File: config.mk
export PLATFORM = sky130hd
export DESIGN_NAME = coin_accumulator
export DESIGN_NICKNAME = d
export VERILOG_FILES = /design/src/rtl/coin_pkg.sv /design/src/rtl/coin_edge_det.sv /design/src/rtl/coin_accumulator.sv
export SDC_FILE = /design/constraint.sdc
export NUM_CORES = 1
export LEC_CHECK = 0
export BUFFER_PORTS_ARGS = -buffer_cell sky130_fd_sc_hd__clkbuf_2
export CAP_MARGIN = 10
export CORE_ASPECT_RATIO = 1.5
export CORE_UTILIZATION = 50
export CTS_CLUSTER_DIAMETER = 200
export DETAILED_ROUTE_END_ITERATION = 10
export GPL_ROUTABILITY_DRIVEN = 0
export PLACE_DENSITY_LB_ADDON = 0.15
export SLEW_MARGIN = 40
export SYNTH_ARGS = -nofsm -noshare
export SYNTH_HDL_FRONTEND = slang
export SYNTH_SLANG_ARGS = --single-unit
File: constraint.sdc
create_clock -name clk -period 7.6 [get_ports clk]
set_clock_uncertainty 0.1 [all_clocks]
set_input_delay 0.76 -clock clk [delete_from_list [all_inputs] [get_ports clk]]
set_output_delay 0.76 -clock clk [all_outputs]
set_load 0.005 [all_outputs]
File: src/rtl/coin_pkg.sv
// rtl/coin_pkg.sv - coin values, credit width and state/change encodings for the coin accumulator
package coin_pkg;

  localparam int CREDIT_W = 10;
  localparam int NICKEL   = 5;
  localparam int DIME     = 10;
  localparam int QUARTER  = 25;
  localparam int DOLLAR   = 100;

  typedef enum logic [1:0] {IDLE, CHG_SEL, CHG_PULSE, CHG_GAP} state_t;
  typedef enum logic [1:0] {CH_NONE, CH_NICKEL, CH_DIME, CH_QUARTER} change_t;

  // ev bit order: {dollar, quarter, dime, nickel}; callers reject multi-coin cycles first
  function automatic logic [6:0] coin_value(input logic [3:0] ev);
    if (ev[3])      return 7'(DOLLAR);
    else if (ev[2]) return 7'(QUARTER);
    else if (ev[1]) return 7'(DIME);
    else if (ev[0]) return 7'(NICKEL);
    else            return 7'd0;
  endfunction

  function automatic logic [CREDIT_W-1:0] change_value(input change_t c);
    unique case (c)
      CH_QUARTER: return CREDIT_W'(QUARTER);
      CH_DIME:    return CREDIT_W'(DIME);
      CH_NICKEL:  return CREDIT_W'(NICKEL);
      default:    return '0;
    endcase
  endfunction

endpackage

File: src/rtl/coin_edge_det.sv
// rtl/coin_edge_det.sv - registered rising-edge detector with sync reset
module coin_edge_det #(
  parameter int W = 1
) (
  input  logic         clk,
  input  logic         rst,
  input  logic [W-1:0] din,
  output logic [W-1:0] rise
);

  logic [W-1:0] prev;
  logic         armed;

  // armed masks the first cycle after reset so a level already high is not an edge
  always_ff @(posedge clk) begin
    if (rst) begin
      prev  <= '0;
      armed <= 1'b0;
    end else begin
      prev  <= din;
      armed <= 1'b1;
    end
  end

  assign rise = din & ~prev & {W{armed}};

endmodule

File: src/rtl/coin_accumulator.sv
// rtl/coin_accumulator.sv - coin credit accumulator with vend deduction and paced greedy change return
module coin_accumulator
  import coin_pkg::*;
#(
  parameter int MAX_CREDIT  = 995,
  parameter int AUTO_CHANGE = 1,
  parameter int GAP_CYCLES  = 2
) (
  input  logic                clk,
  input  logic                rst,
  input  logic                coin_nickel,
  input  logic                coin_dime,
  input  logic                coin_quarter,
  input  logic                coin_dollar,
  input  logic                refund,
  input  logic                vend_done,
  input  logic [CREDIT_W-1:0] vend_price,
  output logic [CREDIT_W-1:0] moneyin,
  output logic                coin_reject,
  output logic                vend_err,
  output logic                change_busy,
  output logic                change_quarter,
  output logic                change_dime,
  output logic                change_nickel
);

  localparam logic [3:0] GAP_LAST = 4'(GAP_CYCLES - 1);

  logic [4:0]          ev;
  logic [3:0]          coin_ev;
  logic                refund_ev;
  logic                multi;

  state_t              state, state_n;
  change_t             sel, sel_n;
  logic [CREDIT_W-1:0] credit, credit_n, after_vend;
  logic [3:0]          gap_cnt, gap_n;
  logic                reject_n, err_n, vend_ok;
  logic [CREDIT_W:0]   sum;

  coin_edge_det #(.W(5)) u_edge (
    .clk  (clk),
    .rst  (rst),
    .din  ({refund, coin_dollar, coin_quarter, coin_dime, coin_nickel}),
    .rise (ev)
  );

  assign coin_ev   = ev[3:0];
  assign refund_ev = ev[4];
  assign multi     = (coin_ev & (coin_ev - 4'd1)) != 4'd0;

  always_ff @(posedge clk) begin
    if (rst) begin
      state       <= IDLE;
      sel         <= CH_NONE;
      credit      <= '0;
      gap_cnt     <= '0;
      coin_reject <= 1'b0;
      vend_err    <= 1'b0;
    end else begin
      state       <= state_n;
      sel         <= sel_n;
      credit      <= credit_n;
      gap_cnt     <= gap_n;
      coin_reject <= reject_n;
      vend_err    <= err_n;
    end
  end

  always_comb begin
    state_n    = state;
    sel_n      = sel;
    credit_n   = credit;
    gap_n      = gap_cnt;
    reject_n   = 1'b0;
    err_n      = 1'b0;
    vend_ok    = 1'b0;
    after_vend = credit;
    sum        = '0;

    // while change is being paid out, every coin and vend is refused
    if (state != IDLE) begin
      reject_n = |coin_ev;
      err_n    = vend_done;
    end

    unique case (state)
      IDLE: begin
        if (vend_done) begin
          if (vend_price <= credit) begin
            after_vend = credit - vend_price;
            vend_ok    = 1'b1;
          end else begin
            err_n = 1'b1;
          end
        end
        credit_n = after_vend;
        sum      = {1'b0, after_vend} + {4'b0, coin_value(coin_ev)};
        if (multi) begin
          reject_n = 1'b1;
        end else if (|coin_ev) begin
          if (sum <= (CREDIT_W+1)'(MAX_CREDIT)) credit_n = sum[CREDIT_W-1:0];
          else                                  reject_n = 1'b1;
        end
        if ((refund_ev || ((AUTO_CHANGE != 0) && vend_ok)) && (credit_n != '0))
          state_n = CHG_SEL;
      end
      CHG_SEL: begin
        state_n = CHG_PULSE;
        if (credit >= CREDIT_W'(QUARTER))     sel_n = CH_QUARTER;
        else if (credit >= CREDIT_W'(DIME))   sel_n = CH_DIME;
        else if (credit >= CREDIT_W'(NICKEL)) sel_n = CH_NICKEL;
        else begin
          // sub-nickel residue cannot be paid out and is dropped
          sel_n    = CH_NONE;
          credit_n = '0;
          state_n  = IDLE;
        end
      end
      CHG_PULSE: begin
        credit_n = credit - change_value(sel);
        gap_n    = '0;
        state_n  = CHG_GAP;
      end
      CHG_GAP: begin
        if (gap_cnt == GAP_LAST) state_n = (credit != '0) ? CHG_SEL : IDLE;
        else                     gap_n   = gap_cnt + 4'd1;
      end
      default: state_n = IDLE;
    endcase
  end

  assign moneyin        = credit;
  assign change_busy    = (state != IDLE);
  assign change_quarter = (state == CHG_PULSE) && (sel == CH_QUARTER);
  assign change_dime    = (state == CHG_PULSE) && (sel == CH_DIME);
  assign change_nickel  = (state == CHG_PULSE) && (sel == CH_NICKEL);

endmodule

# After elaboration in Yosys (flattened, before gate mapping)
# Cells that the tools add are included.
# Widths: inputs -> output; s select.
[word_totals] reg_bits=26 latchBits=0 ramBits=0 romBits=0 inputBits=18 out_inout_bits=16 wordCells=94 mem_count=0
[op_classes] add_sub_neg=5 n_mul=0 div=0 n_lt_le_gt_ge=5 eq_ne=13 shift=0 mux=43 bitwise_logic=4 n_reduce_logical=16
[ops] operator="$mux 10" count=11
[ops] operator="$pmux 10 s3" count=1
[ops] operator="$reduce_bool 10->1" count=2
[ops] operator="$sub 10x10->10" count=2
[ops] operator="$mux 1" count=15
[ops] operator="$pmux 5 s3" count=1
[ops] operator="$mux 2" count=7
[ops] operator="$mux 7" count=2
[ops] operator="$ne 2x2->1 const B" count=6
[ops] operator="$add 10x7->11" count=1
[ops] operator="$le 11x10->1 const B" count=1
[ops] operator="$and 5x5->5" count=2
[ops] operator="$ge 10x3->1 const B" count=1
[ops] operator="$ge 10x4->1 const B" count=1
[ops] operator="$ge 10x5->1 const B" count=1
[ops] operator="$le 10x10->1" count=1
[ops] operator="$eq 2x2->1 const B" count=4
[ops] operator="$mux 4" count=2
[ops] operator="$pmux 2 s4" count=1
[ops] operator="$pmux 4 s2" count=1
[ops] operator="$mux 5" count=1
[ops] operator="$not 5->5" count=1
[ops] operator="$add 4x1->4 const B" count=1
[ops] operator="$and 4x4->4" count=1
[ops] operator="other kinds (13)" count=19

# Logic depth before layout (Yosys ltp)
[depth] word_depth=18 ltp_mapped=25 depth_no_buf=22

# By module
# Synthesis repeated with hierarchy kept, for this count alone.
[unflattened] cells_unflattened=381 hier_area_um2=2867.8
[modules_own_cells] mod="coin_accumulator" n_inst=1 cells_per_inst=364 area_each_um2=2668.8 seq_area_each_um2=400.4
[modules_own_cells] mod="coin_edge_det" n_inst=1 cells_per_inst=17 area_each_um2=198.9 seq_area_each_um2=120.1

# Least setup slack after synthesis
# OpenSTA, ideal clock, no wires.
[synth_timing] kind="input port to flip-flop" startpoint="in vend_price[0]" endpoint="reg credit[0], in the netlist moneyin[0]" setup_ns=0.129 arrival_ns=5.155 t_required_ns=7.371 slack_ns=2.217 stages=22 n_path_buf=3 path_cell_list="ha_1 inv_1 fa_1 a21oi_1 o211ai_1 nand2_1 a21o_1 buf_6 clkbuf_1 mux2_2 ha_1 a21oi_1 nand2_1 a41oi_2 o211ai_1 o41ai_1 a32oi_2 o21ai_2 buf_6 mux2_1 o2111ai_1 o31ai_1"
[synth_via] elab_chain_len=11 elab_cells_between_ends=12 classes_between="2 x add/sub; 2 x order compare; 8 x mux"
[synth_lines] element="start, declared" line="coin_accumulator.sv:17" rtl="input logic [CREDIT_W-1:0] vend_price,"
[synth_lines] element="$sub 10x10->10 or $le 10x10->1 (tied branches)" line="coin_accumulator.sv:91, coin_accumulator.sv:90"
[synth_lines] element="$mux 10 *" line="coin_accumulator.sv:90" rtl="if (vend_price <= credit) begin"
[synth_lines] element="$mux 10 *" line="coin_accumulator.sv:89" rtl="if (vend_done) begin"
[synth_lines] element="$mux 10 *" line="coin_accumulator.sv:87" rtl="unique case (state)"
[synth_lines] element="$add 10x7->11" line="coin_accumulator.sv:98" rtl="sum = {1'b0, after_vend} + {4'b0, coin_value(coin_ev)};"
[synth_lines] element="$le 11x10->1" line="coin_accumulator.sv:102" rtl="if (sum <= (CREDIT_W+1)'(MAX_CREDIT)) credit_n = sum[CREDIT_W-1:0];"
[synth_lines] element="$mux 10" line="coin_accumulator.sv:102"
[synth_lines] element="$mux 10" line="coin_accumulator.sv:101" rtl="end else if (|coin_ev) begin"
[synth_lines] element="$mux 10 *" line="coin_accumulator.sv:99" rtl="if (multi) begin"
[synth_lines] element="$mux 10 *" line="coin_accumulator.sv:87"
[synth_lines] element="$pmux 10 s3 *" line="coin_accumulator.sv:87"
[synth_lines] element="end signal, assigned" line="coin_accumulator.sv:63" rtl="credit <= credit_n;"
[synth_lines] element="end, declared" line="coin_accumulator.sv:36" rtl="logic [CREDIT_W-1:0] credit, credit_n, after_vend;"
# Every way passes the cells marked *; elsewhere a longest branch is shown, timed or not. The select of a mux whose other input is x is not followed.
# A chain may end at the register's enable or synchronous reset.

# Worst setup path in the final report
[layout_timing] startpoint="in vend_price[0]" endpoint="reg credit[1], in the netlist moneyin[1]"
# The elaborated chain is that of the path after synthesis.

==> impl_metrics.py <==
metrics = {
    "worst_setup_path": {
        "worstPathArrival_ns": 6.05,
        "worstSetupStartpointType": "primary input",
        "cp.required_ns": 7.67,
        "worst-path-max-fanout": 21,
        "crit_start": "vend_price[0]",
        "cp-end-kind": "register",
        "worstSetupPathType": "primary input to register",
        "r2r_start": "moneyin[0]",
    },
    "sta": {
        "fin_crit_sh_pct": 78.7,
        "fmax_mhz": 167,
        "finalHoldViolCount": 0,
        "grt_setup_unrepaired": "false",
        "max_slew.worst_pin.slew_ns": 0.716,
        "setup_tns_ns": 0,
        "period_minus_slack_ns": 5.98,
        "timing.slew.headroom_pct": 52.3,
        "slew_violations": 0,
        "finalSetupViolCount": 0,
    },
    "die": {
        "core_area_um2": 5790,
        "initial_utilization_pct": 51.4,
        "die_h_um": 96.4,
        "io_pins": 34,
        "dieWidth_um": 65.0,
        "row_count": 34,
        "die_area_um2": 6260,
    },
    "drt": {
        "firstDrtPassIters": 4,
        "via_per_inst": 6.11,
        "ant_nets": 0,
        "drt_iter0_drc": 127,
        "wl_per_cell_um": 16.7,
        "drc_errors": 0,
        "wirelength_um": 8090,
        "vias": 2951,
    },
    "clock_tree": {
        "cts.repair.resized": 0,
        "postCtsSetupRepairBufs": 0,
        "worstSkewPairLatency_ns": 0.28,
        "cts_max_level": 1,
        "clkSinkCount": 26,
        "holdBufCountCts": 0,
        "clkTransAtPathRegs_ns": 0.10,
        "ctsLongestPathBuffers": 2,
        "cts-root-buf": "clkbuf_8",
        "cts_tree": "built",
        "cts_made_buffers": 3,
    },
    "synthesis": {
        "synth_cell_type_count": 63,
        "syn_nets": 437,
        "postSynthCellCount": 387,
        "ys.flop_type": "dfxtp_1",
        "synth.avg_cell_area_um2": 7.68,
        "async_flop_share_pct": 0,
        "seq_area_frac_synth_pct": 17.5,
        "ys_seq_elements": 26,
        "yosysWarnings": 0,
        "syn_area_um2": 2970,
        "synth_enable_flop_cells": 0,
    },
    "final_layout": {
        "drive_above_1_share_pct": 15.1,
        "post-route-util_pct": 56.0,
        "synthToLayoutAreaGrowth_pct": 8.96,
        "diodes": 0,
        "multi_input_area_um2": 2290,
        "final-seq-area_um2": 520,
        "nNetsFinal": 462,
        "fillers": 596,
        "final_cells": 483,
        "fin_area_um2": 3240,
    },
    "run": {
        "max_cap_viol_count": 0,
    },
    "global_routing": {
        "grt_pass1_wl_um": 12900,
        "grt_antenna_before_repair": 0,
        "overflow": 0,
        "grt_util_all_layers_pct": 26.6,
        "grt_max_degree": 22,
        "grt_pass1_vias": 2771,
    },
    "power": {
        "p_per_area_nw_per_um2": 331,
        "p_leak_nw": 1.47,
        "irDropWorstVdd_v": 0.000162,
    },
    "placement": {
        "port-buffer-count": 33,
        "placed_area_um2": 3170,
        "dp.cells": 479,
        "dp_hpwl_um": 6430,
    },
    "status": {
        "status": "finished, final reports clean",
    },
    "hold_path": {
        "hold_path.class": "register to register",
        "worstHoldStart": "gap_cnt[0]",
    },
}
## sequential cells by signal (all words and copies together) (netlist names), named ones only
| signal | flops |
|---|---|
| state | 1 |
| coin_reject | 1 |
| u_edge.armed | 1 |
| gap_cnt | 4 |
| sel | 2 |
| vend_err | 1 |
| u_edge.prev | 5 |
| moneyin | 10 |
## kinds of logic (layout without fill, tap and decap cells)
| family | count (synthesis) | in the layout | synth area share (%) |
|---|---|---|---|
| AND/OR/NAND/NOR | 138 | 138 | 22.6 |
| AO/OA/AOI/OAI | 122 | 122 | 30.0 |
| buffers and inverters | 38 | 62 | 5.30 |
| adder cells (fa/ha/maj) | 32 | 32 | 14.2 |
| flip-flops | 26 | 26 | 17.5 |
| XOR/XNOR | 18 | 18 | 5.30 |
| multiplexers | 13 | 13 | 5.09 |
## routing by layer
metal / up-vias / GRT usage (%) / wire (um) / part of all wire (%)
li1: 1480 / - / - / -
met1: 1372 / 28.7 / 3370 / 42
met2: 74 / 49.9 / 4200 / 52
met3: 25 / 2.11 / 187 / 2.3
met4: 0 / 15.4 / 323 / 4.0
met5: - / 0 / 0 / 0
## path summary, 6_finish.rpt
kind | to | slack (ns) | cells past startpoint
worst max-delay path | moneyin[1] | 1.62 | 20
worst min-delay path | gap_cnt[0] | 0.44 | 2
worst max register to register | moneyin[1] | 1.64 | 20
worst min register to register | gap_cnt[0] | 0.44 | 2
## layout by cell type (no fill, tap or decap), types with 3 or more instances in the layout
cell      Yosys  final
and3_1        3      3
clkbuf_8      0      3
a32oi_1       3      3
a21o_1        6      6
nor3_1       14     14
o221a_2       3      3
nand2_1      35     35
nor2b_1      13     13
xnor2_1       8      8
nand4_1       6      6
o21a_1        3      3
nand3b_1      3      3
nor2_1       31     31
a211oi_1      3      3
and2_1        3      3
mux2i_1       5      5
o211ai_1      5      5
clkbuf_2      0     33
xor2_1       10     10
nand3_1      13     13
o31ai_1       6      6
fa_1          3      3
or3_1         3      3
a211oi_2      3      3
mux2_2        6      6
a21oi_1      29     29
o21ai_0      25     25
ha_1         29     29
inv_1        23     23
o211a_1       4      4
nand2b_1     10     10
dfxtp_1      26     26
## cell usage after synthesis (4+ instances only)
cell type	instances	area share (%)
ha_1	29	12
clkbuf_1	11	1.4
a21o_1	6	1.5
nand2_1	35	4.4
nand4_1	6	1.3
mux2i_1	5	1.7
inv_1	23	2.9
xor2_1	10	2.9
o21ai_0	25	4.2
nor3_1	14	2.4
o211a_1	4	1.3
dfxtp_1	26	18
o31ai_1	6	1.5
nor2b_1	13	2.7
a21oi_1	29	4.9
mux2_2	6	2.3
nand2b_1	10	2.1
nor2_1	31	3.9
xnor2_1	8	2.4
o211ai_1	5	1.3
nand3_1	13	2.2
## through the flow
step | worst slack [ns] | hold slack [ns] | total power [mW]
floorplan | 2.22 | 0.385 | 0.754
global placement | 1.52 | 0.420 | 0.940
detailed placement | 1.38 | 0.430 | 0.948
finish | 1.62 | 0.442 | 1.07
CTS | 1.65 | 0.445 | 1.07
global route | 1.31 | 0.474 | 1.16
## critical path, cell delays in order
cell	delay, ns
clkbuf_2	0.08
ha_1	0.14
inv_1	0.05
fa_1	0.42
a21oi_1	0.20
o211ai_1	0.12
nand2_1	0.18
a21o_1	0.62
mux2_2	0.45
fa_1	0.47
nand3_1	0.10
nand2_1	0.10
a41oi_2	0.26
o211ai_1	0.19
o41ai_1	0.47
a32oi_2	0.13
o21ai_2	0.53
mux2_2	0.41
a221oi_1	0.29
nor2_1	0.08
## power by group
part / internal, mW / switching (mW) / leakage, nW / total [mW]
combinational: 0.302 / 0.438 / 1.22 / 0.739
sequential: 0.161 / 0.0550 / 0.213 / 0.216
clock: 0.0706 / 0.0473 / 0.0357 / 0.118
total: 0.533 / 0.540 / 1.47 / 1.07
## layout make-up
| class | count | area share [%] |
|---|---|---|
| Timing Repair Buffer | 34 | 5.33 |
| Tap cell | 72 | 2.78 |
| Clock buffer | 3 | 1.27 |
| Clock inverter | 1 | 0.927 |
| Multi-Input combinational cell | 323 | 70.8 |
| Sequential cell | 26 | 16.1 |
| Inverter | 24 | 2.78 |
Note: power is estimated with default switching activity, not from simulation.
